<file path="config.mk">
export PLATFORM = sky130hd
export DESIGN_NAME = rti_unstack_sequencer
export DESIGN_NICKNAME = d
export VERILOG_FILES = /design/src/rtl/rti_unstack_sequencer.sv
export SDC_FILE = /design/constraint.sdc
export NUM_CORES = 1
export LEC_CHECK = 0
export CAP_MARGIN = 40
export CORE_MARGIN = 1.5
export CORE_UTILIZATION = 48
export CTS_CLUSTER_DIAMETER = 50
export DETAILED_ROUTE_END_ITERATION = 10
export GPL_TIMING_DRIVEN = 0
export PLACE_DENSITY = 0.78
export SKIP_LAST_GASP = 1
export SLEW_MARGIN = 20
export SYNTH_ARGS = -nofsm -noshare
export SYNTH_HDL_FRONTEND = slang
export SYNTH_SLANG_ARGS = --single-unit
export TNS_END_PERCENT = 5
</file>
<file path="constraint.sdc">
create_clock -name clk -period 2 [get_ports clk]
set_input_delay 0.3 -clock clk [delete_from_list [all_inputs] [get_ports clk]]
set_output_delay 0.3 -clock clk [all_outputs]
set_load 0.03 [all_outputs]
</file>
<file path="src/rtl/rti_unstack_sequencer.sv">
`default_nettype none
// ============================================================================
// Module      : rti_unstack_sequencer
// Description : RET/RTI unstack sequencer. Pops flags (RTI only), PC low and
//               PC high from the data-memory stack. It then restores the
//               return PC and flags, and stalls the pipeline front while busy.
// Revision    : 1.0 - initial release
// ============================================================================
module rti_unstack_sequencer #(
  parameter int PC_W   = 32,
  parameter int FLAG_W = 3
) (
  input  logic              clk,
  input  logic              rst_n,
  input  logic              start_ret,
  input  logic              start_rti,
  input  logic              hold,
  input  logic [15:0]       mem_rdata,
  output logic              pop,
  output logic              stall,
  output logic              int_block,
  output logic              pc_load,
  output logic [PC_W-1:0]   pc_out,
  output logic              flag_load,
  output logic [FLAG_W-1:0] flag_out
);

  localparam int HALF_W = PC_W / 2;

  typedef enum logic [2:0] {
    S_IDLE      = 3'd0,
    S_POP_FLAGS = 3'd1,
    S_POP_LO    = 3'd2,
    S_POP_HI    = 3'd3,
    S_LOAD      = 3'd4
  } state_t;

  state_t              state;
  state_t              next_state;
  logic                is_rti;
  logic [FLAG_W-1:0]   flag_shadow;
  logic [HALF_W-1:0]   pc_lo_shadow;

  // State register; reset abandons any sequence in flight.
  always_ff @(posedge clk) begin
    if (!rst_n) begin
      state <= S_IDLE;
    end else begin
      state <= next_state;
    end
  end

  // Next-state and control decode; a pop step only advances when not held.
  always_comb begin
    next_state = state;
    pop        = 1'b0;
    stall      = 1'b0;
    int_block  = 1'b0;
    pc_load    = 1'b0;
    flag_load  = 1'b0;
    case (state)
      S_IDLE: begin
        if (start_rti) begin
          next_state = S_POP_FLAGS;
        end else if (start_ret) begin
          next_state = S_POP_LO;
        end
      end
      S_POP_FLAGS: begin
        stall     = 1'b1;
        int_block = 1'b1;
        if (!hold) begin
          pop        = 1'b1;
          next_state = S_POP_LO;
        end
      end
      S_POP_LO: begin
        stall     = 1'b1;
        int_block = 1'b1;
        if (!hold) begin
          pop        = 1'b1;
          next_state = S_POP_HI;
        end
      end
      S_POP_HI: begin
        stall     = 1'b1;
        int_block = 1'b1;
        if (!hold) begin
          pop        = 1'b1;
          next_state = S_LOAD;
        end
      end
      S_LOAD: begin
        stall      = 1'b1;
        int_block  = 1'b1;
        pc_load    = 1'b1;
        flag_load  = is_rti;
        next_state = S_IDLE;
      end
      default: begin
        next_state = S_IDLE;
      end
    endcase
  end

  // Mode latch, shadow capture and output registers. The output registers
  // load on the edge into LOAD, so pc_out/flag_out are already valid while
  // pc_load/flag_load are high.
  always_ff @(posedge clk) begin
    if (!rst_n) begin
      is_rti       <= 1'b0;
      flag_shadow  <= '0;
      pc_lo_shadow <= '0;
      pc_out       <= '0;
      flag_out     <= '0;
    end else begin
      case (state)
        S_IDLE: begin
          if (start_rti) begin
            is_rti <= 1'b1;
          end else if (start_ret) begin
            is_rti <= 1'b0;
          end
        end
        S_POP_FLAGS: begin
          if (!hold) begin
            flag_shadow <= mem_rdata[FLAG_W-1:0];
          end
        end
        S_POP_LO: begin
          if (!hold) begin
            pc_lo_shadow <= mem_rdata[HALF_W-1:0];
          end
        end
        S_POP_HI: begin
          if (!hold) begin
            pc_out <= {mem_rdata[HALF_W-1:0], pc_lo_shadow};
            if (is_rti) begin
              flag_out <= flag_shadow;
            end
          end
        end
        default: begin
        end
      endcase
    end
  end

endmodule
`default_nettype wire

</file>
==> results by group <==
GRT
  • Initial antenna violation count: 0
  • Vias in the first global route: approximately 1900
  • First-pass GRT wire length: ~8.4 mm
  • Largest net degree at the start of global routing: 11
  • Gr usage total: 0.214
  • Grt total ovfl: 0

Die
  • DIE HEIGHT: 72.2 µm
  • Initial Utilization: 0.494
  • Die area: approximately 0.0052 mm²
  • FP Rows: 25
  • Die X: just over 70 µm
  • Core area: about 0.0047 mm²
  • Ports: between 60 and 70

Clock tree
  • Clock-pin slew on the worst setup and hold paths: ~60 ps
  • CTS tree: yes
  • Root buffer cell: clkbuf_8
  • CTS Buffer Depth: 2
  • # hold bufs at CTS: 0
  • H-tree depth: 3
  • Clk sinks: a little under 60
  • Worst skew pair latency: approximately 330 ps
  • Total CTS buffers: 9

Placement
  • Setup Slack @ Placement: -10.0 ps
  • Number of I/O port buffers: just under 60
  • Dpl hpwl: roughly 3.6 mm
  • Routability cong.: 0.762

Drt
  • Via count: ~2000
  • Avg Vias per Cell: between 5 and 6
  • Routed Antenna Nets: 0
  • Starting DRT DRC Count: 100
  • Wire per inst: ~13 µm
  • Drc violations: 0
  • Drt first pass iters: 4
  • WL final: just over 5 mm

Timing
  • Final hold vios: 0
  • Final setup fails: 3
  • Fin. max-slew vios: 0
  • Worst Tran Pin Value: just under 500 ps
  • Fin Clk Skew: about 6.1 ps
  • Fmax: around 460 MHz
  • Final WS setup: -161 ps
  • Fin crit share: 1.08
  • Slew headroom: 0.680
  • Period minus WS final: 2160 ps
  • Unrepaired setup endpoints after global routing: yes

Yosys
  • Mapped Cells: roughly 260
  • Ys Warns: 0
  • Post-synthesis cell area: 0.00230 mm²
  • Syn_area_per_cell: approximately 8.8 µm²
  • Register area share after synthesis: 0.505
  • Post-synthesis cell type count: 27
  • Synth Register Bits: slightly below 60
  • Syn nets: around 280

Worst hold path
  • Hold Path Stages: 3
  • Hold Path End: state[0]
  • Hold Startpoint: hold
  • Hold Path Class: in2reg

Status
  • Violated checks: setup timing
  • Outcome: finished, violations left

Setup path
  • Worst EP arrival: 1860 ps
  • Critical Path Sink Type: output port
  • R2R cell count: 6
  • CP Launch Type: flop
  • Critical path peak fanout: 9
  • Worst R2R End: pc_out[21]
  • CP max-delay cell: clkdlybuf4s50_1
  • CP required: 1700 ps
  • Worst r2r src: state[2]
  • Crit Path Class: reg2out
  • Crit-path cells: buf_2, nor2_2, and3_1, clkdlybuf4s50_1
  • Max incr delay on CP: ~660 ps
  • Reg2reg setup slack: between 400 and 500 ps

Finish
  • Synth-to-Final Area Change: 38.3%
  • Most frequent cells in the layout: nand2_1, dfxtp_1, clkdlybuf4s50_1, a21boi_0, a21boi_1
  • NumNets Final: 353
  • Most common cell after layout, fill and taps aside: nand2_1
  • Diodes inserted: 0
  • Util after Layout: 0.683
  • Layout cells sized above 1: 0.104

Job
  • Max Cap Violations: 0

Pwr
  • Pleak: ~1.1 nW
  • Power Dens Cells: 851 mW/mm²
  • Total power: around 2.7 mW
  • VDD IR max: around 0.00054 V
-- report_power, final --
group          leakage [nW]  internal, mW  total, mW  switching (mW)
registers             0.469          1.19       1.21          0.0206
logic                 0.529         0.144      0.308           0.164
clock network         0.109         0.731       1.19           0.457
-- sequential cells by signal (all words and copies together), names as in the netlist --
register	flops
pc_out	32
pc_lo_shadow	16
flag_out	3
flag_shadow	3
state	3
is_rti	1
-- metal layers --
metal,up-vias,GRT usage,wire length [µm]
li1,999,-,-
met1,921,0.271,2550
met2,47,0.346,2330
met3,10,0.0486,203
met4,0,0.107,102
met5,-,0,0
-- metrics by stage --
| step | cells | setup TNS (ps) | area, µm² | hold slack, ps |
|---|---|---|---|---|
| 4_1_cts | 391 | -552 | 3180 | 414 |
| 5_1_grt | 391 | -698 | 3180 | 446 |
| 6_report | 391 | -360 | 3180 | 423 |
| 3_3_place_gp | 375 | -19.0 | 2960 | 444 |
| 2_1_floorplan | 262 | 0 | 2300 | 431 |
| 3_5_place_dp | 375 | -10.0 | 2960 | 447 |
-- kinds of logic after synthesis --
group                     count (synthesis)  synth area share
xor gates and xnor gates                  2           0.00761
buffers and inverters                    22            0.0560
and+or+nand+nor                         122             0.242
muxes                                     3            0.0131
AOI/OAI and AO/OA                        55             0.177
DFF                                      58             0.505
-- worst max-delay path: cells and delay by family (launching register included) --
| kind | cells | cell delay, ps |
|---|---|---|
| flip-flops | 1 | 290 |
| AND/OR/NAND/NOR | 2 | 410 |
| buffers and inverters | 2 | 840 |
-- cell type report --
| type | count | area [µm²] |
|---|---|---|
| clock buffer | 11 | 141 |
| buffer | 22 | 129 |
| sequential | 58 | 1160 |
| clock inverter | 5 | 77.6 |
| tap | 54 | 67.6 |
| fill | 400 | 1480 |
| multi-input combinational | 182 | 1010 |
| timing repair buffer | 59 | 592 |
-- worst max-delay path by stage --
stage                     startpoint        end  cells past startpoint
after floorplan             state[1]      stall                      4
after global placement      state[1]      stall                      5
after detailed placement    state[1]      stall                      5
after CTS                   state[1]  int_block                      4
final                       state[1]  flag_load                      4
after global routing        state[1]  flag_load                      4
-- what timing repair did --
item                       4_1_cts  5_1_grt
buffers inserted                 0        0
gates resized for setup          2        1
pin swaps                        0        0
setup endpoints to repair        5        5
-- synthesized netlist by cell type --
cell       number  area, µm²
and3_1          1       6.26
nor3b_1         1       7.51
nand2_1       100        375
nor3_1          2       10.0
clkbuf_1        7       26.3
buf_4           6       45.0
o21ai_0         3       15.0
a221oi_1        2       17.5
xor2_1          1       8.76
mux2i_1         3       30.0
nand2b_1        2       12.5
nor2b_1         3       18.8
buf_6           2       22.5
and2_1          3       18.8
a21boi_0       33        248
dfxtp_1        58       1160
xnor2_1         1       8.76
nor2_1          2       7.51
a21oi_1         1       5.00
buf_2           7       35.0
nor4b_4         2       47.6
a21boi_1       15        113
and4bb_2        1       12.5
nand4bb_1       1       11.3
a31o_2          1       8.76
or4b_1          1       10.0
nand4_1         3       18.8
Power figures use the tool's default switching activity.
